**src/rtl/fpu_issue_seq_pkg.sv**
```systemverilog
// Shared definitions for the FP issue sequencer: select codes, FSM state
// encoding and the mapping from select code to FPU latency.
package fpu_issue_seq_pkg;

  // FPU select codes; the FPU decoder uses the same values
  localparam logic [4:0] SEL_FADD  = 5'd0;
  localparam logic [4:0] SEL_FSUB  = 5'd1;
  localparam logic [4:0] SEL_FMUL  = 5'd2;
  localparam logic [4:0] SEL_FDIV  = 5'd3;
  localparam logic [4:0] SEL_FSQRT = 5'd4;

  // Default latencies, in cycles from the issue edge to the first writeback cycle
  localparam int unsigned DEF_LAT_ADD  = 3;
  localparam int unsigned DEF_LAT_MUL  = 4;
  localparam int unsigned DEF_LAT_DIV  = 12;
  localparam int unsigned DEF_LAT_SQRT = 16;
  localparam int unsigned DEF_CNT_W    = 5;

  typedef enum logic [1:0] {
    ST_IDLE = 2'd0,
    ST_BUSY = 2'd1,
    ST_DONE = 2'd2
  } seq_state_e;

  // Latency class of an operation; anything not in the multi-cycle set
  // (sign-inject, min/max, compare, move, convert) completes in one cycle
  function automatic int unsigned fpu_latency(input logic [4:0] sel,
                                              input int unsigned latAdd,
                                              input int unsigned latMul,
                                              input int unsigned latDiv,
                                              input int unsigned latSqrt);
    case (sel)
      SEL_FADD, SEL_FSUB: return latAdd;
      SEL_FMUL:           return latMul;
      SEL_FDIV:           return latDiv;
      SEL_FSQRT:          return latSqrt;
      default:            return 1;
    endcase
  endfunction

endpackage

```
**src/rtl/fpu_issue_seq_if.sv**
```systemverilog
// Pipeline-facing bundle of the FP issue sequencer. Signal suffixes are
// written from the sequencer's point of view.
interface fpu_issue_seq_if;
  logic       issue_valid_i;
  logic       issue_ready_o;
  logic [4:0] sel_i;
  logic [4:0] rd_i;
  logic       we_i;
  logic [4:0] rs1_i;
  logic [4:0] rs2_i;
  logic [4:0] rs3_i;
  logic       rs_fp_i;
  logic       flush_i;
  logic       fpu_start_o;
  logic [4:0] fpu_sel_o;
  logic       busy_o;
  logic       stall_o;
  logic       hazard_o;
  logic       wb_valid_o;
  logic       wb_ready_i;
  logic [4:0] wb_rd_o;
  logic       wb_we_o;

  // The sequencer itself
  modport slave (
    input  issue_valid_i, sel_i, rd_i, we_i, rs1_i, rs2_i, rs3_i, rs_fp_i,
           flush_i, wb_ready_i,
    output issue_ready_o, fpu_start_o, fpu_sel_o, busy_o, stall_o, hazard_o,
           wb_valid_o, wb_rd_o, wb_we_o
  );

  // The pipeline side that issues ops and consumes writebacks
  modport master (
    output issue_valid_i, sel_i, rd_i, we_i, rs1_i, rs2_i, rs3_i, rs_fp_i,
           flush_i, wb_ready_i,
    input  issue_ready_o, fpu_start_o, fpu_sel_o, busy_o, stall_o, hazard_o,
           wb_valid_o, wb_rd_o, wb_we_o
  );
endinterface

```
**src/rtl/fpu_lat_counter.sv**
```systemverilog
// Latency down counter: loads LAT-1 on issue, counts down while the op is
// in flight and flags the last busy cycle. It stops at zero rather than wrap.
module fpu_lat_counter #(
  parameter int unsigned CNT_W = 5
) (
  input  logic             clk,
  input  logic             rst_n,
  input  logic             load_i,
  input  logic [CNT_W-1:0] load_val_i,
  input  logic             dec_i,
  output logic             one_o
);

  logic [CNT_W-1:0] cnt_q;
  logic [CNT_W-1:0] cnt_d;

  // Next count: a load wins over a decrement, and zero is sticky
  always_comb begin
    cnt_d = cnt_q;
    if (load_i)
      cnt_d = load_val_i;
    else if (dec_i && (cnt_q != '0))
      cnt_d = cnt_q - CNT_W'(1);
  end

  // Count register
  always_ff @(posedge clk or negedge rst_n) begin
    if (!rst_n)
      cnt_q <= '0;
    else
      cnt_q <= cnt_d;
  end

  assign one_o = (cnt_q == CNT_W'(1));

endmodule

```
**src/rtl/fpu_issue_seq.sv**
```systemverilog
// FP issue sequencer: holds one FP op for its class latency, presents the
// result to FP writeback, and reports stalls and RAW hazards to the pipeline.
module fpu_issue_seq
  import fpu_issue_seq_pkg::*;
#(
  parameter int unsigned LAT_ADD  = DEF_LAT_ADD,
  parameter int unsigned LAT_MUL  = DEF_LAT_MUL,
  parameter int unsigned LAT_DIV  = DEF_LAT_DIV,
  parameter int unsigned LAT_SQRT = DEF_LAT_SQRT,
  parameter int unsigned CNT_W    = DEF_CNT_W
) (
  input logic             clk,
  input logic             rst_n,
  fpu_issue_seq_if.slave  bus
);

  seq_state_e       state_q;
  logic [4:0]       sel_q;
  logic [4:0]       rd_q;
  logic             we_q;

  int unsigned      opLat;
  logic [CNT_W-1:0] latMinus1;
  logic             latIsOne;
  logic             issueReady;
  logic             issueFire;
  logic             cntOne;
  logic             busy;
  logic             srcMatch;

  // Latency of the op currently offered by decode
  always_comb begin
    opLat     = fpu_latency(bus.sel_i, LAT_ADD, LAT_MUL, LAT_DIV, LAT_SQRT);
    latMinus1 = CNT_W'(opLat - 32'd1);
    latIsOne  = (opLat == 32'd1);
  end

  // Ready in IDLE, or in DONE when the result leaves this cycle; held low in reset
  assign issueReady = rst_n && ((state_q == ST_IDLE) ||
                                ((state_q == ST_DONE) && bus.wb_ready_i));
  assign issueFire  = bus.issue_valid_i && issueReady && !bus.flush_i;

  fpu_lat_counter #(.CNT_W(CNT_W)) u_cnt (
    .clk       (clk),
    .rst_n     (rst_n),
    .load_i    (issueFire),
    .load_val_i(latMinus1),
    .dec_i     (state_q == ST_BUSY),
    .one_o     (cntOne)
  );

  // Sequencer FSM plus the latched op; flush beats writeback completion
  always_ff @(posedge clk or negedge rst_n) begin
    if (!rst_n) begin
      state_q <= ST_IDLE;
      sel_q   <= '0;
      rd_q    <= '0;
      we_q    <= 1'b0;
    end else if (issueFire) begin
      sel_q   <= bus.sel_i;
      rd_q    <= bus.rd_i;
      we_q    <= bus.we_i;
      state_q <= latIsOne ? ST_DONE : ST_BUSY;
    end else if (bus.flush_i) begin
      state_q <= ST_IDLE;
    end else begin
      case (state_q)
        ST_BUSY: if (cntOne) state_q <= ST_DONE;
        ST_DONE: if (bus.wb_ready_i) state_q <= ST_IDLE;
        default: state_q <= ST_IDLE;
      endcase
    end
  end

  assign busy     = (state_q != ST_IDLE);
  assign srcMatch = (bus.rs1_i == rd_q) || (bus.rs2_i == rd_q) ||
                    (bus.rs3_i == rd_q);

  assign bus.issue_ready_o = issueReady;
  assign bus.fpu_start_o   = issueFire;
  assign bus.fpu_sel_o     = sel_q;
  assign bus.busy_o        = busy;
  assign bus.stall_o       = rst_n && bus.issue_valid_i && !issueReady;
  assign bus.hazard_o      = busy && we_q && bus.rs_fp_i && srcMatch;
  assign bus.wb_valid_o    = (state_q == ST_DONE) && !bus.flush_i;
  assign bus.wb_rd_o       = rd_q;
  assign bus.wb_we_o       = bus.wb_valid_o && we_q;

endmodule

```
**src/flat_wrapper.sv**
```systemverilog
// flat-port wrapper written by rule: the top's interface ports become plain ports
module fpu_issue_seq_flat import fpu_issue_seq_pkg::*;
#(
  parameter int unsigned LAT_ADD  = DEF_LAT_ADD,
  parameter int unsigned LAT_MUL  = DEF_LAT_MUL,
  parameter int unsigned LAT_DIV  = DEF_LAT_DIV,
  parameter int unsigned LAT_SQRT = DEF_LAT_SQRT,
  parameter int unsigned CNT_W    = DEF_CNT_W
)
  (clk, rst_n, bus_issue_valid_i, bus_sel_i, bus_rd_i, bus_we_i, bus_rs1_i, bus_rs2_i, bus_rs3_i, bus_rs_fp_i, bus_flush_i, bus_wb_ready_i, bus_issue_ready_o, bus_fpu_start_o, bus_fpu_sel_o, bus_busy_o, bus_stall_o, bus_hazard_o, bus_wb_valid_o, bus_wb_rd_o, bus_wb_we_o);
  fpu_issue_seq_if bus_i ();
  input logic clk;
  input logic rst_n;
  input wire logic [$bits(bus_i.issue_valid_i)-1:0] bus_issue_valid_i;
  input wire logic [$bits(bus_i.sel_i)-1:0] bus_sel_i;
  input wire logic [$bits(bus_i.rd_i)-1:0] bus_rd_i;
  input wire logic [$bits(bus_i.we_i)-1:0] bus_we_i;
  input wire logic [$bits(bus_i.rs1_i)-1:0] bus_rs1_i;
  input wire logic [$bits(bus_i.rs2_i)-1:0] bus_rs2_i;
  input wire logic [$bits(bus_i.rs3_i)-1:0] bus_rs3_i;
  input wire logic [$bits(bus_i.rs_fp_i)-1:0] bus_rs_fp_i;
  input wire logic [$bits(bus_i.flush_i)-1:0] bus_flush_i;
  input wire logic [$bits(bus_i.wb_ready_i)-1:0] bus_wb_ready_i;
  output wire logic [$bits(bus_i.issue_ready_o)-1:0] bus_issue_ready_o;
  output wire logic [$bits(bus_i.fpu_start_o)-1:0] bus_fpu_start_o;
  output wire logic [$bits(bus_i.fpu_sel_o)-1:0] bus_fpu_sel_o;
  output wire logic [$bits(bus_i.busy_o)-1:0] bus_busy_o;
  output wire logic [$bits(bus_i.stall_o)-1:0] bus_stall_o;
  output wire logic [$bits(bus_i.hazard_o)-1:0] bus_hazard_o;
  output wire logic [$bits(bus_i.wb_valid_o)-1:0] bus_wb_valid_o;
  output wire logic [$bits(bus_i.wb_rd_o)-1:0] bus_wb_rd_o;
  output wire logic [$bits(bus_i.wb_we_o)-1:0] bus_wb_we_o;
  assign bus_i.issue_valid_i = bus_issue_valid_i;
  assign bus_i.sel_i = bus_sel_i;
  assign bus_i.rd_i = bus_rd_i;
  assign bus_i.we_i = bus_we_i;
  assign bus_i.rs1_i = bus_rs1_i;
  assign bus_i.rs2_i = bus_rs2_i;
  assign bus_i.rs3_i = bus_rs3_i;
  assign bus_i.rs_fp_i = bus_rs_fp_i;
  assign bus_i.flush_i = bus_flush_i;
  assign bus_i.wb_ready_i = bus_wb_ready_i;
  assign bus_issue_ready_o = bus_i.issue_ready_o;
  assign bus_fpu_start_o = bus_i.fpu_start_o;
  assign bus_fpu_sel_o = bus_i.fpu_sel_o;
  assign bus_busy_o = bus_i.busy_o;
  assign bus_stall_o = bus_i.stall_o;
  assign bus_hazard_o = bus_i.hazard_o;
  assign bus_wb_valid_o = bus_i.wb_valid_o;
  assign bus_wb_rd_o = bus_i.wb_rd_o;
  assign bus_wb_we_o = bus_i.wb_we_o;
  fpu_issue_seq #(.LAT_ADD(LAT_ADD), .LAT_MUL(LAT_MUL), .LAT_DIV(LAT_DIV), .LAT_SQRT(LAT_SQRT), .CNT_W(CNT_W)) u_core (.clk(clk), .rst_n(rst_n), .bus(bus_i));
endmodule
```
**config.mk**
```make
export PLATFORM = sky130hd
export DESIGN_NAME = fpu_issue_seq_flat
export DESIGN_NICKNAME = d
export VERILOG_FILES = /design/src/rtl/fpu_issue_seq_pkg.sv /design/src/rtl/fpu_issue_seq_if.sv /design/src/rtl/fpu_lat_counter.sv /design/src/rtl/fpu_issue_seq.sv /design/src/flat_wrapper.sv
export SDC_FILE = /design/constraint.sdc
export NUM_CORES = 1
export LEC_CHECK = 0
export ABC_AREA = 1
export CAP_MARGIN = 30
export CORE_MARGIN = 4
export CORE_UTILIZATION = 47
export CTS_CLUSTER_DIAMETER = 30
export DETAILED_ROUTE_END_ITERATION = 8
export GPL_ROUTABILITY_DRIVEN = 0
export PLACE_DENSITY = 0.85
export SLEW_MARGIN = 20
export SYNTH_ARGS = -nofsm -noshare
export SYNTH_HDL_FRONTEND = slang
export SYNTH_HIERARCHICAL = 1
export SYNTH_SLANG_ARGS = --single-unit
```
**constraint.sdc**
```tcl
create_clock -name clk -period 2.75 [get_ports clk]
set_input_delay 0.4125 -clock clk [delete_from_list [all_inputs] [get_ports clk]]
set_output_delay 0.4125 -clock clk [all_outputs]
set_load 0.005 [all_outputs]
```
==> reports/results.txt <==
Portion of total power attributed to the clock network = 0.179
Worst-skew pair later-pin latency = 290 ps
Worst Reg-to-Reg Cells = 9
Average via count per standard cell = 4.87
Horizontal die dimension = 59.6 um
Critical path start-end classification = input port to output port
Inserted Clock Buffers = 3
GRT Util Overall = 0.187
Initial antenna violation count = 0
Total power divided by cell area = 504 nW/um2
Initial Utilization = 0.502
Total global routing overflow = 0
Post-Synthesis Cell Area = 1250 um2
Worst setup path startpoint = bus_rs3_i[1]
Switching pwr = 0.315 mW
Fillcell total = 208
# setup viols final = 0
Maximum buffer depth of the clock tree = 2
Buffers and inverters on the worst path = 4
Cell seen most often among critical-path stages = nand2_1
Final worst-path cycle share = 0.843
Initial drt markers = 81
Required time worst endpoint = 2340 ps
Timing endpoint of the critical path = bus_hazard_o
Highest clock rate = 0.431 GHz
Die extent in y = 59.6 um
Fraction of the core area covered by cells at the end of the flow = 0.722
# port buffers = 48
Multi-input gate area in the final layout = 642 um2
Setup Fix Bufs, Post-CTS = 0
Library cell used as clock root buffer = clkbuf_4
I/O Pins = 49
Maximum fanout encountered on the critical timing path = 2
Delay of the slowest critical-path stage = 490 ps
CTS clock-pin slew for the worst setup and hold paths = 100 ps
Worst vdd ir = 0.441 mV
Number of gates resized after CTS = 0
Final antenna-violating net count = 0
Startpoint type of the worst setup path = input port
Switching Share = 0.346
Hpwl dp = 2.38 mm
Logic pwr share = 0.414
Clock tree from TritonCTS = built
Flop and latch count out of synthesis = 18
Per-instance average area after synthesis = 6.46 um2
Number of nets in the layout = 281
Die area = 3560 um2
Count of warnings emitted by yosys = 6
Reg-to-reg slack, setup = 1190 ps
Part of the power in registers = 0.408
Placeable core region = 2500 um2
Internal power component = 0.595 mW
Final period demand of the worst path = 2320 ps
Global-route wire length before repair = 5.11 mm
CTS H-tree lvls = 1
RSZ-0062 raised after global routing = no
Gate family responsible for the most delay along the worst path = buffers and inverters
Leakage power total = 0.956 nW
Cell depth of the worst setup path = 10
Final total negative setup slack = 0 ps
Number of buffers inserted by hold repair at cts = 0
Rows = 18
Type of the most critical hold path = register to register
Largest net degree at the start of global routing = 24
Post-DR wirelength/cell = 11.1 um
Synth-to-Final Area Change = 43.9%
Critical path data arrival time = 1910 ps
Area taken by flip-flops and latches = 450 um2
Count of endpoints failing hold in the final timing report = 0
Capture instance of the worst register-to-register path = u_core/u_cnt/cnt_q[3]
Unique masters post-synth = 24
Clock skew after layout = 5.14 ps
Vias in the first global route = 1,252
Vias after detailed routing = 1,343
Post-layout instance count excluding filler cells = 276
DRC errors left = 0
Total routed wirelength = 3.08 mm
Reg-to-reg startpoint = u_core/state_q[1]
Portion of the post-synthesis area used by sequential elements = 0.359
Total inserted antenna cells = 0
Number of placed cells counting well taps = 272
Number of iterations in the first detailed-routing pass = 5
Worst-path cell chain = clkdlybuf4s50_1 -> inv_1 -> nand2_1 -> nand2_1 -> nor2_1 -> nand3_1 -> nand3_1 -> nand2_1 -> inv_1 -> clkdlybuf4s50_1
Max-Cap Viols = 0
Post-synth net total = 228
Total count of max-transition violations in the final report = 0
Nature of the critical path endpoint = output port
Fraction of final layout cells with drive strength greater than 1 = 0.0650
Number of clock sinks = 18
Cell with the biggest individual delay on the critical path = clkdlybuf4s50_1
Status = completed
Synthesized netlist cell count = 194
cells in the mapped netlist:
master	number	area, um2
nand2_1	71	267
inv_1	36	135
dfrtp_1	18	450
nor2_1	16	60.1
nand3_1	12	60.1
o21ai_0	11	55.1
xnor2_1	3	26.3
a21oi_1	2	10.0
ha_1	2	25.0
inv_2	2	7.51
nand2_2	2	12.5
nand3_2	2	20.0
nand3b_1	2	15.0
nand4_1	2	12.5
nor3_1	2	10.0
o21ai_1	2	10.0
o21ai_2	2	17.5
buf_4	1	7.51
buf_6	1	11.3
conb_1	1	3.75
nor2_2	1	6.26
nor3_4	1	16.3
nor4_1	1	6.26
xor2_1	1	8.76
power by group through the flow:
stage               Combinational [mW]  Clock (mW)  Sequential, mW
finish                           0.376       0.162           0.371
floorplan                        0.208           0           0.368
global placement                 0.362           0           0.373
global route                     0.421       0.181           0.380
CTS                              0.375       0.168           0.370
detailed placement               0.371           0           0.374
per-layer routing:
layer / global-route usage / part of all wire / up-vias
li1: - / - / 695
met1: 0.222 / 0.44 / 582
met2: 0.346 / 0.46 / 60
met3: 0.0283 / 0.093 / 6
met4: 0.0475 / 0.014 / 0
met5: 0 / 0 / -
state kept, by name, indices dropped and copies added (netlist names):
signal,count
u_core/bus.fpu_sel_o,5
u_core/bus.wb_rd_o,5
u_core/state_q,2
u_core/u_cnt/cnt_q,5
u_core/we_q,1
cell type report:
type,instances,share of cell area
sequential,18,0.250
inverter,38,0.0791
clock buffer,4,0.0201
timing repair buffer,50,0.275
tap,30,0.0208
multi-input combinational,136,0.356
how the worst min path moves through the flow:
| stage | start | endpoint | cells after the start |
|---|---|---|---|
| final | u_core/bus.fpu_sel_o[1] | u_core/bus.fpu_sel_o[1] | 2 |
| after detailed placement | u_core/bus.fpu_sel_o[1] | u_core/bus.fpu_sel_o[1] | 2 |
| after global placement | u_core/bus.fpu_sel_o[1] | u_core/bus.fpu_sel_o[1] | 2 |
| after CTS | u_core/bus.fpu_sel_o[1] | u_core/bus.fpu_sel_o[1] | 2 |
| after global routing | u_core/bus.fpu_sel_o[4] | u_core/bus.fpu_sel_o[4] | 2 |
| after floorplan | rst_n | u_core/bus.fpu_sel_o[0] | 0 |
cell usage in the layout, fill, tap and decap left out, drive strengths merged, types with 3 or more instances in the layout:
cell type,n
clkbuf,4
clkdlybuf4s50,48
dfrtp,18
inv,38
nand2,73
nand3,14
nor2,17
nor3,3
o21ai,15
xnor2,3
cell families after synthesis:
| logic type | count (synthesis) | synth area share |
|---|---|---|
| other cells | 1 | 0.00299 |
| compound gates | 17 | 0.0739 |
| xor+xnor | 4 | 0.0279 |
| fa+ha+maj | 2 | 0.0200 |
| buf+inv | 40 | 0.129 |
| flops | 18 | 0.359 |
| simple gates | 112 | 0.387 |
worst min-delay path, stage by stage (launching register included):
cell	delay [ps]
dfrtp_1	350
nand2_1	50
nand2_1	60
metrics by stage:
step	worst slack, ps	hold WS (ps)	power (mW)	area [um2]
2_1_floorplan	1250	117	0.576	1250
3_3_place_gp	454	462	0.734	1770
3_5_place_dp	433	465	0.745	1770
4_1_cts	425	493	0.913	1800
5_1_grt	257	528	0.982	1800
6_report	431	488	0.910	1800
No activity file was read; power rests on OpenSTA's default activity.
